<file path="src/rtl/iseq_arbiter.sv">
// Arbitrates the dispatcher's command-issue resource between host sequences, periodic read and auto-refresh.
// Optional host-run watchdog is compiled in with `define ISEQ_ARB_WATCHDOG_EN.
module iseq_arbiter #(
  parameter int unsigned WDOG_CYCLES = 1048576,
  parameter int unsigned DEFER_WIDTH = 16
) (
  input  logic                   clk,
  input  logic                   rst_n,
  input  logic                   host_req,
  output logic                   host_ack,
  output logic                   host_done,
  input  logic                   pr_req,
  output logic                   pr_ack,
  input  logic                   pr_done,
  input  logic                   aref_req,
  output logic                   aref_ack,
  input  logic                   aref_done,
  output logic                   process_iseq,
  input  logic                   dispatcher_busy,
  output logic                   periodic_read_lock,
  output logic                   aref_lock,
  output logic [1:0]             owner,
  output logic [DEFER_WIDTH-1:0] aref_defer_cnt,
  output logic                   wdog_err
);

  localparam int unsigned WDOG_W = 21;

  localparam logic [1:0] OWN_NONE = 2'd0;
  localparam logic [1:0] OWN_HOST = 2'd1;
  localparam logic [1:0] OWN_PR   = 2'd2;
  localparam logic [1:0] OWN_AREF = 2'd3;

  localparam logic RR_HOST = 1'b0;
  localparam logic RR_PR   = 1'b1;

  typedef enum logic [2:0] {
    S_IDLE,
    S_H_START,
    S_H_WAIT,
    S_H_RUN,
    S_PR,
    S_AREF
  } state_t;

  state_t state;
  logic   last_rr;
  logic   holdoff;
  logic   wdog_fire;

  if (WDOG_CYCLES == 0 || WDOG_CYCLES >= (1 << WDOG_W)) begin : g_wdog_range
    $error("iseq_arbiter: WDOG_CYCLES must be in 1 .. 2**21-1");
  end

`ifdef ISEQ_ARB_WATCHDOG_EN
  localparam logic [WDOG_W-1:0] WDOG_LIMIT = WDOG_W'(WDOG_CYCLES);

  logic [WDOG_W-1:0] wdog_cnt;

  // Loaded with 2 on leaving H_START so the count equals cycles since the host grant.
  always_ff @(posedge clk) begin
    if (!rst_n) begin
      wdog_cnt <= '0;
      wdog_err <= 1'b0;
    end else begin
      if (state == S_H_START) begin
        wdog_cnt <= WDOG_W'(2);
      end else if ((state == S_H_WAIT || state == S_H_RUN) && !wdog_fire) begin
        wdog_cnt <= wdog_cnt + WDOG_W'(1);
      end
      if (wdog_fire) begin
        wdog_err <= 1'b1;
      end
    end
  end

  assign wdog_fire = (state == S_H_WAIT || state == S_H_RUN) && (wdog_cnt >= WDOG_LIMIT);
`else
  assign wdog_fire = 1'b0;
  assign wdog_err  = 1'b0;
`endif

  // Arbitration FSM; holdoff guarantees one idle cycle between release and the next grant.
  always_ff @(posedge clk) begin
    if (!rst_n) begin
      state              <= S_IDLE;
      last_rr            <= RR_HOST;
      holdoff            <= 1'b0;
      process_iseq       <= 1'b0;
      host_ack           <= 1'b0;
      host_done          <= 1'b0;
      pr_ack             <= 1'b0;
      aref_ack           <= 1'b0;
      periodic_read_lock <= 1'b0;
      aref_lock          <= 1'b0;
      owner              <= OWN_NONE;
      aref_defer_cnt     <= '0;
    end else begin
      process_iseq <= 1'b0;
      host_ack     <= 1'b0;
      host_done    <= 1'b0;
      pr_ack       <= 1'b0;
      aref_ack     <= 1'b0;
      holdoff      <= 1'b0;

      if (aref_req && state != S_AREF && aref_defer_cnt != '1) begin
        aref_defer_cnt <= aref_defer_cnt + DEFER_WIDTH'(1);
      end

      case (state)
        S_IDLE: begin
          if (!holdoff && !dispatcher_busy) begin
            if (aref_req) begin
              state          <= S_AREF;
              aref_ack       <= 1'b1;
              aref_lock      <= 1'b1;
              owner          <= OWN_AREF;
              aref_defer_cnt <= '0;
            end else if (pr_req && (!host_req || last_rr == RR_HOST)) begin
              state              <= S_PR;
              pr_ack             <= 1'b1;
              periodic_read_lock <= 1'b1;
              owner              <= OWN_PR;
            end else if (host_req) begin
              state        <= S_H_START;
              process_iseq <= 1'b1;
              host_ack     <= 1'b1;
              owner        <= OWN_HOST;
            end
          end
        end
        S_H_START: begin
          state <= S_H_WAIT;
        end
        // Busy still low one cycle after the start pulse means the FIFOs were empty.
        S_H_WAIT, S_H_RUN: begin
          if (wdog_fire || !dispatcher_busy) begin
            state     <= S_IDLE;
            host_done <= 1'b1;
            owner     <= OWN_NONE;
            holdoff   <= 1'b1;
            if (state == S_H_RUN) begin
              last_rr <= RR_HOST;
            end
          end else begin
            state <= S_H_RUN;
          end
        end
        S_PR: begin
          if (pr_done) begin
            state              <= S_IDLE;
            periodic_read_lock <= 1'b0;
            owner              <= OWN_NONE;
            last_rr            <= RR_PR;
            holdoff            <= 1'b1;
          end
        end
        S_AREF: begin
          if (aref_done) begin
            state     <= S_IDLE;
            aref_lock <= 1'b0;
            owner     <= OWN_NONE;
            holdoff   <= 1'b1;
          end
        end
        default: begin
          state <= S_IDLE;
          owner <= OWN_NONE;
        end
      endcase
    end
  end

endmodule

</file>
<file path="config.mk">
export PLATFORM = sky130hd
export DESIGN_NAME = iseq_arbiter
export DESIGN_NICKNAME = d
export VERILOG_FILES = /design/src/rtl/iseq_arbiter.sv
export SDC_FILE = /design/constraint.sdc
export NUM_CORES = 1
export LEC_CHECK = 0
export ABC_AREA = 1
export BUFFER_PORTS_ARGS = -buffer_cell sky130_fd_sc_hd__clkbuf_2
export CAP_MARGIN = 25
export CORE_AREA = 2 2 101 54
export CTS_CLUSTER_SIZE = 14
export DETAILED_ROUTE_END_ITERATION = 16
export DIE_AREA = 0 0 103 56
export GPL_TIMING_DRIVEN = 0
export PLACE_DENSITY = 0.59
export SLEW_MARGIN = 40
export SYNTH_ARGS = -nofsm -noshare
export SYNTH_HDL_FRONTEND = slang
export SYNTH_SLANG_ARGS = --single-unit
</file>
<file path="constraint.sdc">
create_clock -name clk -period 2 [get_ports clk]
set_clock_uncertainty 0.1 [all_clocks]
set_input_delay 0.2 -clock clk [delete_from_list [all_inputs] [get_ports clk]]
set_output_delay 0.2 -clock clk [all_outputs]
set_load 0.01 [all_outputs]
</file>
After elaboration in Yosys (flattened, before gate mapping)
Cells that the tools add are included.
{"block": "word_totals", "in_bits": 8, "register_bits": 29, "word_cells": 95}
{"block": "classes", "addsub": 1, "n_bitwise": 5, "n_eq_ne": 16, "mux": 40, "reduce_logical": 22}
{"cell": "two-way mux 16 bit", "count": 4}
{"cell": "two-way mux 3 bit", "count": 6}
{"cell": "adder 16 x 1 -> 16 bit (second input constant)", "count": 1}
{"cell": "two-way mux 1 bit", "count": 16}
{"cell": "two-way mux 2 bit", "count": 8}
{"cell": "inequality test 16 bit (second input constant)", "count": 1}
{"cell": "inequality test 2 bit (second input constant)", "count": 8}
{"cell": "case mux 3 bit (5 select lines)", "count": 1}
{"cell": "AND reduction 4 bit", "count": 3}
{"cell": "case mux 2 bit (5 select lines)", "count": 1}
{"cell": "== test 3 x 2 -> 1 bit (second input constant)", "count": 2}
{"cell": "== test 3 bit (second input constant)", "count": 2}
{"cell": "case mux 1 bit (2 select lines)", "count": 3}
{"cell": "AND reduction 6 bit", "count": 1}
{"cell": "nonzero test 2 bit", "count": 3}
{"cell": "NOT 1 bit", "count": 5}
{"cell": "AND reduction 5 bit", "count": 1}
{"cell": "OR reduction 5 bit", "count": 1}
{"cell": "logical AND 1 bit", "count": 4}
{"cell": "inequality test 4 bit (second input constant)", "count": 1}
{"cell": "OR reduction 4 bit", "count": 1}
{"cell": "== test 3 x 1 -> 1 bit (second input constant)", "count": 1}
{"cell": "logical NOT 1 bit", "count": 3}
{"cell": "logical NOT 3 bit", "count": 1}
{"cell": "other kinds (6)", "count": 6}

Logic depth before layout (Yosys ltp)
Gate-level depths: netlist of run 1.
{"block": "depth", "ltp_word": 7, "mapped_depth": 12, "mapped_depth_nobuf": 12}

Worst setup path after synthesis of run 1
OpenSTA, ideal clock, no wires.
{"block": "synth_timing", "path_kind": "reg-to-reg", "start": "reg aref_defer_cnt[0]", "end": "reg aref_defer_cnt[5]", "setup_slack_ns": 0.328, "arrival_ns": 1.463, "t_required_ns": 1.791, "path_buffers": 0, "path_stages_with_launch": 13, "cell_sequence": "dfxtp_1 > ha_1 > nand2_2 > nor2_4 > nand2_4 > nor2_8 > nor2_8 > nand2_8 > inv_4 > nand2_1 > nand2_1 > clkinv_1 > nor2_1"}
{"block": "synth_via", "elab_chain_len": 6, "elab_cells_between_ends": 7, "cone_classes": "1 x add/sub; 1 x eq/ne; 4 x mux; 1 x reduce/logical"}
{"item": "start: declaration", "line": "23", "source": "output logic [DEFER_WIDTH-1:0] aref_defer_cnt,"}
{"item": "start signal: assignment", "line": "107", "source": "aref_defer_cnt <= aref_defer_cnt + DEFER_WIDTH'(1);"}
{"item": "parallel branches: the longest is 2 deep, another holds adder 16 x 1 -> 16 bit"}
{"item": "two-way mux 16 bit *", "line": "106", "source": "if (aref_req && state != S_AREF && aref_defer_cnt != '1) begin"}
{"item": "two-way mux 16 bit", "line": "113", "source": "if (aref_req) begin"}
{"item": "two-way mux 16 bit", "line": "112", "source": "if (!holdoff && !dispatcher_busy) begin"}
{"item": "two-way mux 16 bit *", "line": "110", "source": "case (state)"}
Every way passes the cells marked *.
A chain may end at the register's enable or synchronous reset.

Final worst setup path of run 1
{"block": "layout_timing", "start": "reg aref_defer_cnt[0]", "end": "reg aref_defer_cnt[11]"}
The elaborated chain is that of the path after synthesis.

==> results.py, run 1 <==
metrics = {
    "outcome": {
        "status": "finished, final reports clean",
    },
    "clock_tree": {
        "cts_max_path_buffers": 2,
        "cts_root_buf": "clkbuf_8",
        "cts.sinks": 29,
        "htreeDepth": 2,
        "postCtsSetupRepairBufs": 0,
        "clock_latency_ns": 0.29,
        "path_clk_slew_ns": 0.07,
        "cts_tree": "built",
        "cts_buffers": 5,
    },
    "grt": {
        "grt_pass1_vias": 1622,
        "grtUsageTotal_pct": 17.1,
        "grt_max_degree": 11,
        "grt_pass1_wl_um": 7620,
        "grt_overflow": 0,
        "antenna_found_initial": 0,
    },
    "placed_design": {
        "pre_cts_ws_ns": 0.164,
        "place.gp.congestion": 0.859,
        "port_buffers": 32,
        "dp_hpwl_um": 3470,
    },
    "floorplanning": {
        "die_y_um": 56,
        "rows": 18,
        "die_w_um": 103,
        "ioPinCount": 34,
        "core_area_um2": 4820,
        "die_area_um2": 5770,
        "start_util_pct": 37.8,
    },
    "timing": {
        "tns_ns": 0,
        "finalHoldViolations": 0,
        "post-route-period-util_pct": 88.4,
        "setup_violations": 0,
        "hold_slack_ns": 0.0839,
        "period_needed_ns": 1.77,
        "setup_slack_ns": 0.232,
        "drv_slew": 0,
        "grt_setup_unrepaired": "false",
        "fmax_mhz": 566,
    },
    "detailed_routing": {
        "wl_per_cell_um": 11.5,
        "num_vias": 1861,
        "post_drt_via_cell_ratio": 4.66,
        "ant_nets": 0,
        "first_pass_iters": 4,
        "wl_um": 4600,
        "drt_iter0_markers": 61,
        "drc": 0,
    },
    "final_layout": {
        "drive_above_1_share_pct": 23.4,
        "n_antenna_cell": 0,
        "final_cell_mix": "nand2_1, nor2_1, inv_1",
        "fillCellCount": 537,
        "layout_commonest_cell": "nand2_1",
        "utilization_pct": 44.8,
        "nNetsFinal": 337,
        "syn2layout_area_growth_pct": 18.5,
    },
    "yosys": {
        "synthFlopType": "dfxtp_1",
        "yosysSeqAreaShare_pct": 31.9,
        "async_flop_share_pct": 0,
        "synth.avg_cell_area_um2": 6.30,
        "synthCells": 289,
        "synth_edf_count": 0,
        "ys_types": 32,
        "netlist_area_um2": 1820,
        "synth_seq_cells": 29,
        "synth_fp_nets": 298,
        "ys_warn_count": 0,
    },
    "critical_path": {
        "crit_type": "flop to flop",
        "crit_chain": "ha_1 > nand2_2 > nor2_4 > nand4_2 > nand2_2 > nand2_1 > nand2_1 > nand2_1 > a21oi_1",
        "critPathArrivalTime_ns": 1.88,
        "cp-end-kind": "flop",
        "worstPathMaxFanout": 7,
        "crit_top_cell": "nand2_1",
        "cp_slowest_cell": "dfxtp_2",
        "critPathLaunchType": "flop",
        "critPathRequiredTime_ns": 2.11,
        "slowest_delay_ns": 0.39,
    },
    "pwr": {
        "max-vdd-ir-drop_mv": 0.340,
        "finalPower_mw": 2.07,
        "power_density_nw_per_um2": 957,
        "p_leak_nw": 1.02,
    },
    "min_path": {
        "min_path_type": "input port to flop",
    },
    "flow_run": {
        "drv_cap": 0,
    },
}
==> cell families (layout without fill, tap and decap cells) <==
group,after synthesis,count (layout),synth area share [%]
buffers and inverters,47,87,11.1
XOR/XNOR,1,1,0.481
AND/OR/NAND/NOR,182,182,47.5
AO/OA/AOI/OAI,28,28,8.24
flip-flops,29,29,31.9
adder cells (fa/ha/maj),1,1,0.687
other,1,1,0.206
==> state kept, by name, summed over array words and instances, names as in the netlist <==
register / flops
owner: 2
host_done: 1
holdoff: 1
state: 3
last_rr: 1
aref_defer_cnt: 16
process_iseq: 1
periodic_read_lock: 1
pr_ack: 1
aref_lock: 1
aref_ack: 1
==> where the power goes <==
| group | internal (mW) | switching (mW) | total (mW) |
|---|---|---|---|
| clock network | 0.240 | 0.245 | 0.485 |
| logic | 0.275 | 0.535 | 0.810 |
| registers | 0.676 | 0.0957 | 0.772 |
==> through the flow <==
stage | instances | cell area, um2
after floorplan | 289 | 1820
after global placement | 391 | 2070
after detailed placement | 391 | 2070
after CTS | 399 | 2160
after global routing | 399 | 2160
final | 399 | 2160
==> area by class of cell <==
type / count / area, um2 / area share (%)
clock inverter: 3 / 17.5 / 0.812
timing repair buffer: 32 / 160 / 7.42
sequential: 29 / 583 / 27.0
tap: 70 / 87.6 / 4.06
inverter: 41 / 156 / 7.25
multi-input combinational: 213 / 1040 / 48.2
clock buffer: 5 / 68.8 / 3.19
buffer: 6 / 45.0 / 2.09
==> final timing paths <==
kind | to | startpoint | cells after the start | slack (ns)
setup / recovery | aref_defer_cnt[11]$_SDFF_PN0_ | aref_defer_cnt[0]$_SDFF_PN0_ | 9 | 0.23
hold / removal | process_iseq$_SDFF_PP0_ | host_req | 3 | 0.08
setup reg to reg | aref_defer_cnt[11]$_SDFF_PN0_ | aref_defer_cnt[0]$_SDFF_PN0_ | 9 | 0.23
hold reg to reg | periodic_read_lock$_SDFFE_PN0P_ | periodic_read_lock$_SDFFE_PN0P_ | 2 | 0.36
==> critical path, delay by kind of cell, from the launching register on <==
kind | cells | cell delay [ns]
AND/OR/NAND/NOR | 7 | 0.84
flip-flops | 1 | 0.39
adder cells (fa/ha/maj) | 1 | 0.24
AO/OA/AOI/OAI | 1 | 0.12
==> layer usage <==
layer | up-vias | wire (um) | track usage, %
li1 | 989 | - | -
met1 | 830 | 2300 | 23.4
met2 | 34 | 2030 | 25.4
met3 | 8 | 192 | 4.52
met4 | 0 | 71 | 6.95
met5 | - | 0 | 0
==> synth_stat cells (2+ instances only) <==
cell | instances | area [um2]
a21oi_1 | 14 | 70.1
nand3_1 | 19 | 95.1
inv_1 | 33 | 124
a31oi_1 | 3 | 18.8
buf_4 | 4 | 30.0
nor2_1 | 35 | 131
nor2_2 | 2 | 12.5
o21ai_1 | 5 | 25.0
nor2_4 | 4 | 45.0
nand2_1 | 95 | 357
nor3_1 | 3 | 15.0
inv_2 | 6 | 22.5
nor2_8 | 2 | 40.0
dfxtp_1 | 29 | 581
nand2_2 | 9 | 56.3
nand4_1 | 7 | 43.8
o21ai_0 | 4 | 20.0
==> repair_timing <==
| action | CTS | global route |
|---|---|---|
| gates resized for setup | 0 | 2 |
| setup endpoints to repair | 0 | 2 |
| hold buffers | 0 | 0 |
(Power assumes the default switching activity.)
==> run 2: changes to the inputs <==
--- a/config.mk
+++ b/config.mk
@@ -12,7 +12,6 @@
 export CTS_CLUSTER_SIZE = 14
 export DETAILED_ROUTE_END_ITERATION = 16
 export DIE_AREA = 0 0 103 56
-export GPL_TIMING_DRIVEN = 0
 export PLACE_DENSITY = 0.59
 export SLEW_MARGIN = 40
 export SYNTH_ARGS = -nofsm -noshare
==> run 2 against run 1 <==
Against the previous run:
- clock power up 30%
- critical path type unchanged
- core utilization up 0.10 points
- largest cell class unchanged
- setup slack worse by 0.0079 ns
- final cell count down 0.75%
- wire length down 1.2%
- power up 5.7%
- first-iteration DRC count up 48%
- critical path depth unchanged
- final area up 0.23%
==> results.py, run 2 (synthesis gave the netlist of run 1 again) <==
metrics = {
    "pwr": {
        "power_density_nw_per_um2": 1010,
        "finalPower_mw": 2.18,
        "max-vdd-ir-drop_mv": 0.411,
        "p_leak_nw": 1.03,
    },
    "detailed_routing": {
        "first_pass_iters": 4,
        "post_drt_via_cell_ratio": 4.64,
        "num_vias": 1839,
        "wl_um": 4540,
        "ant_nets": 0,
        "drt_iter0_markers": 90,
        "wl_per_cell_um": 11.5,
        "drc": 0,
    },
    "timing": {
        "setup_violations": 0,
        "drv_slew": 0,
        "post-route-period-util_pct": 88.8,
        "grt_setup_unrepaired": "false",
        "finalHoldViolations": 0,
        "period_needed_ns": 1.78,
        "tns_ns": 0,
        "hold_slack_ns": 0.0882,
        "setup_slack_ns": 0.224,
        "fmax_mhz": 563,
    },
    "clock_tree": {
        "cts.sinks": 29,
        "ctsHoldBuffers": 0,
        "cts_max_path_buffers": 2,
        "htreeDepth": 2,
        "path_clk_slew_ns": 0.07,
        "postCtsSetupRepairBufs": 0,
        "cts_buffers": 5,
        "cts_resized": 0,
        "cts_root_buf": "clkbuf_8",
        "cts_tree": "built",
        "clock_latency_ns": 0.27,
    },
    "grt": {
        "grt_max_degree": 16,
        "grt_overflow": 0,
        "antenna_found_initial": 0,
        "grt_pass1_wl_um": 7580,
        "grtUsageTotal_pct": 16.7,
        "grt_pass1_vias": 1616,
    },
    "critical_path": {
        "cp-end-kind": "flop",
        "critPathArrivalTime_ns": 1.88,
        "critPathLaunchType": "flop",
        "critPathRequiredTime_ns": 2.11,
        "reg2reg_from": "aref_defer_cnt[1]$_SDFF_PN0_",
        "crit_path_start": "aref_defer_cnt[1]$_SDFF_PN0_",
        "worstPathMaxFanout": 6,
        "crit_type": "flop to flop",
    },
    "final_layout": {
        "seqCellArea_um2": 581,
        "nNetsFinal": 334,
        "largest_reg_flops": 16,
        "multi_input_area_um2": 1040,
        "reg.largest.list": "aref_defer_cnt x16, state x3, owner x2",
        "syn2layout_area_growth_pct": 18.7,
        "fillCellCount": 544,
        "regMostFlops": "aref_defer_cnt",
        "final_cell_mix": "nand2_1, nor2_1, inv_1",
        "drive_above_1_share_pct": 22.1,
        "n_antenna_cell": 0,
        "layout_commonest_cell": "nand2_1",
    },
    "outcome": {
        "status": "finished, final reports clean",
    },
    "floorplanning": {
        "ioPinCount": 34,
        "start_util_pct": 37.8,
        "die_w_um": 103,
        "die_area_um2": 5770,
        "core_area_um2": 4820,
        "die_y_um": 56,
        "rows": 18,
    },
    "placed_design": {
        "pre_cts_ws_ns": 0.248,
        "place.gp.congestion": 0.916,
        "dp_hpwl_um": 3470,
        "port_buffers": 32,
    },
    "flow_run": {
        "drv_cap": 0,
    },
    "min_path": {
        "hold_path.startpoint": "host_req",
        "min_path_type": "input port to flop",
    },
}
## run 2: cell count changes in the layout (fill, tap and decap cells not counted)
cell / before / now
clkinv_2: 2 / 0
dfxtp_1: 27 / 29
dfxtp_2: 2 / 0
buf_4: 4 / 3
buf_6: 1 / 0
bufinv_16: 0 / 1
clkbuf_8: 5 / 6
clkinvlp_4: 1 / 0
## run 2: area by class of cell
type | instances | area share, %
tap | 70 | 4.05
clock buffer | 7 | 3.99
multi-input combinational | 213 | 48.1
clock inverter | 1 | 1.39
timing repair buffer | 35 | 8.44
sequential | 29 | 26.8
inverter | 41 | 7.23
## run 2: final timing paths
check                                    endpoint  slack (ns)  cells after the start
setup / recovery     aref_defer_cnt[9]$_SDFF_PN0_        0.22                      9
hold reg to reg   periodic_read_lock$_SDFFE_PN0P_        0.35                      2
hold / removal            process_iseq$_SDFF_PP0_        0.09                      3
setup reg to reg     aref_defer_cnt[9]$_SDFF_PN0_        0.22                      9
## run 2: layer usage
layer / routed length [um] / vias up / GRT usage [%]
met4: 20 / 0 / 3.57
met1: 2310 / 823 / 24.2
met3: 204 / 2 / 4.90
met2: 2010 / 40 / 24.5
li1: - / 974 / -
met5: 0 / - / 0
## run 2: metrics by stage
step / util (%) / instances / cell area [um2]
after floorplan: - / 289 / 1820
after global placement: 42.5 / 388 / 2050
after detailed placement: 42.5 / 388 / 2050
after CTS: 44.9 / 396 / 2160
after global routing: 44.9 / 396 / 2160
final: 44.9 / 396 / 2160
## run 2: where the power goes
group	internal [mW]	switching, mW	total (mW)
Clock	0.406	0.224	0.630
Combinational	0.264	0.532	0.796
Sequential	0.673	0.0859	0.759
## run 2: critical path: stages (launching register included)
cell,delay (ns)
dfxtp_1,0.41
ha_1,0.24
nand2_2,0.09
nor2_4,0.20
nand4_2,0.22
nand2_2,0.15
nand2_1,0.06
nand2_1,0.06
nand2_1,0.05
a21oi_1,0.12
==> run 3: changes to the inputs <==
--- a/config.mk
+++ b/config.mk
@@ -13,6 +13,7 @@
 export DETAILED_ROUTE_END_ITERATION = 16
 export DIE_AREA = 0 0 103 56
 export PLACE_DENSITY = 0.59
+export SETUP_SLACK_MARGIN = 0.4
 export SLEW_MARGIN = 40
 export SYNTH_ARGS = -nofsm -noshare
 export SYNTH_HDL_FRONTEND = slang
==> run 3 against run 2 <==
Against the previous run:
- register-to-register slack better by 0.17 ns
- global-route usage is 0.78 points higher
- setup slack better by 0.17 ns
- highest routed layer unchanged
- combinational power is 9.7% higher
==> results.py, run 3 (synthesis gave the netlist of run 1 again) <==
metrics = {
    "critical_path": {
        "critPathRequiredTime_ns": 2.11,
        "cp-end-kind": "flop",
        "reg2reg_depth": 11,
        "crit_path_start": "aref_defer_cnt[1]$_SDFF_PN0_",
        "critPathLaunchType": "flop",
        "reg2reg_to": "aref_defer_cnt[8]$_SDFF_PN0_",
        "reg2reg_slack_ns": 0.40,
        "endpoint": "aref_defer_cnt[8]$_SDFF_PN0_",
        "worstPathMaxFanout": 6,
        "critPathArrivalTime_ns": 1.71,
        "crit_type": "flop to flop",
        "reg2reg_from": "aref_defer_cnt[1]$_SDFF_PN0_",
    },
    "final_layout": {
        "drive_above_1_share_pct": 31.9,
        "nNetsFinal": 343,
        "reg.largest.list": "aref_defer_cnt x16, state x3, owner x2",
        "fin_area_um2": 2340,
        "fillCellCount": 526,
        "syn2layout_area_growth_pct": 28.4,
        "layout_commonest_cell": "nand2_1",
        "final_cell_mix": "nand2_1, inv_1, clkbuf_2",
        "regMostFlops": "aref_defer_cnt",
        "utilization_pct": 48.5,
        "n_antenna_cell": 0,
        "largest_reg_flops": 16,
    },
    "timing": {
        "drv_slew": 0,
        "fmax_mhz": 623,
        "hold_slack_ns": 0.0936,
        "tns_ns": 0,
        "period_needed_ns": 1.60,
        "post-route-period-util_pct": 80.2,
        "finalHoldViolations": 0,
        "setup_violations": 0,
        "grt_setup_unrepaired": "true",
    },
    "detailed_routing": {
        "drt_iter0_markers": 86,
        "first_pass_iters": 4,
        "ant_nets": 0,
        "post_drt_via_cell_ratio": 4.69,
        "wl_um": 4860,
        "num_vias": 1898,
        "wl_per_cell_um": 12.0,
        "drc": 0,
    },
    "pwr": {
        "switching_share_pct": 38.9,
        "power_density_nw_per_um2": 980,
        "p_comb_share_pct": 38.1,
        "power_frac_clock_pct": 27.8,
        "max-vdd-ir-drop_mv": 0.347,
        "switchingPower_uw": 893,
        "internal_power_mw": 1.40,
        "pwr-share-seq_pct": 34.2,
        "p_leak_nw": 1.11,
    },
    "floorplanning": {
        "ioPinCount": 34,
        "rows": 18,
        "die_w_um": 103,
        "start_util_pct": 37.8,
        "die_y_um": 56,
        "die_area_um2": 5770,
        "core_area_um2": 4820,
    },
    "clock_tree": {
        "cts_root_buf": "clkbuf_8",
        "clock_latency_ns": 0.28,
        "cts_max_path_buffers": 2,
        "htreeDepth": 2,
        "cts_buffers": 5,
        "cts.sinks": 29,
        "cts_tree": "built",
        "path_clk_slew_ns": 0.07,
    },
    "flow_run": {
        "drv_cap": 0,
    },
    "grt": {
        "antenna_found_initial": 0,
        "grt_max_degree": 15,
        "grt_overflow": 0,
        "grtUsageTotal_pct": 17.5,
        "grt_pass1_vias": 1669,
        "grt_pass1_wl_um": 7980,
    },
    "outcome": {
        "status": "finished, final reports clean",
    },
    "min_path": {
        "min_path_type": "input port to flop",
    },
    "placed_design": {
        "dp_hpwl_um": 3580,
        "place.gp.congestion": 0.905,
        "port_buffers": 32,
        "dpl_cell_area_um2": 2060,
    },
}
run 3: changes by cell type in the layout (fill, tap and decap cells not counted), moves of 3 or more:
cell / before / now
dfxtp_2: 0 / 11
nor2_1: 35 / 31
buf_4: 3 / 11
nand2_4: 1 / 5
nand2_1: 95 / 91
dfxtp_1: 29 / 16
nor2_2: 2 / 5
run 3: critical path, stage by stage (launching register included):
cell and delay [ns]:
dfxtp_4 0.37, ha_4 0.16, nand2_4 0.06, nor2_4 0.17
nand2_4 0.10, nor2_8 0.17, nor2_8 0.06, nand2_8 0.09
inv_8 0.05, nand2_2 0.06, nand2_2 0.05, a21oi_2 0.10
run 3: what timing repair did:
item,CTS,global route
pin swaps,3,8
cloned,1,0
buffers inserted,3,4
endpoints found under the setup margin,16,18
hold buffers,0,0
gates resized for setup,5,33
run 3: worst min-delay path by stage:
stage                                 endpoint  cells past startpoint                            start
6_report               process_iseq$_SDFF_PP0_                      3                         host_req
2_1_floorplan            state[0]$_SDFFE_PN0P_                      2                            rst_n
4_1_cts                process_iseq$_SDFF_PP0_                      3                         host_req
5_1_grt                process_iseq$_SDFF_PP0_                      3                         host_req
3_3_place_gp   periodic_read_lock$_SDFFE_PN0P_                      2  periodic_read_lock$_SDFFE_PN0P_
3_5_place_dp   periodic_read_lock$_SDFFE_PN0P_                      2  periodic_read_lock$_SDFFE_PN0P_
run 3: power groups by stage:
| stage | clock [mW] | combinational [mW] | sequential, mW |
|---|---|---|---|
| final | 0.636 | 0.873 | 0.783 |
| after CTS | 0.648 | 0.823 | 0.771 |
| after detailed placement | 0 | 0.782 | 0.781 |
| after global routing | 0.680 | 0.994 | 0.799 |
| after floorplan | 0 | 0.586 | 0.793 |
| after global placement | 0 | 0.783 | 0.778 |
run 3: routing by layer:
layer | track usage (%) | share of wire (%) | wire length [um]
met5 | 0 | 0 | 0
met4 | 3.95 | 0.56 | 27
met3 | 4.52 | 4.6 | 224
met2 | 26.3 | 46 | 2260
met1 | 25.1 | 48 | 2350
run 3: layout make-up:
cell class | instances | area (um2) | share of cell area, %
Tap cell | 70 | 87.6 | 3.74
Clock inverter | 1 | 30.0 | 1.28
Clock buffer | 7 | 86.3 | 3.69
Timing Repair Buffer | 43 | 243 | 10.4
Multi-Input combinational cell | 214 | 1130 | 48.2
Inverter | 41 | 164 | 7.01
Sequential cell | 29 | 602 | 25.7
run 3: through the flow:
stage	setup slack, ns	power [mW]	cells
global route	0.320	2.47	405
finish	0.395	2.29	405
detailed placement	0.296	1.56	389
global placement	0.347	1.56	389
CTS	0.401	2.24	401
floorplan	0.415	1.38	289
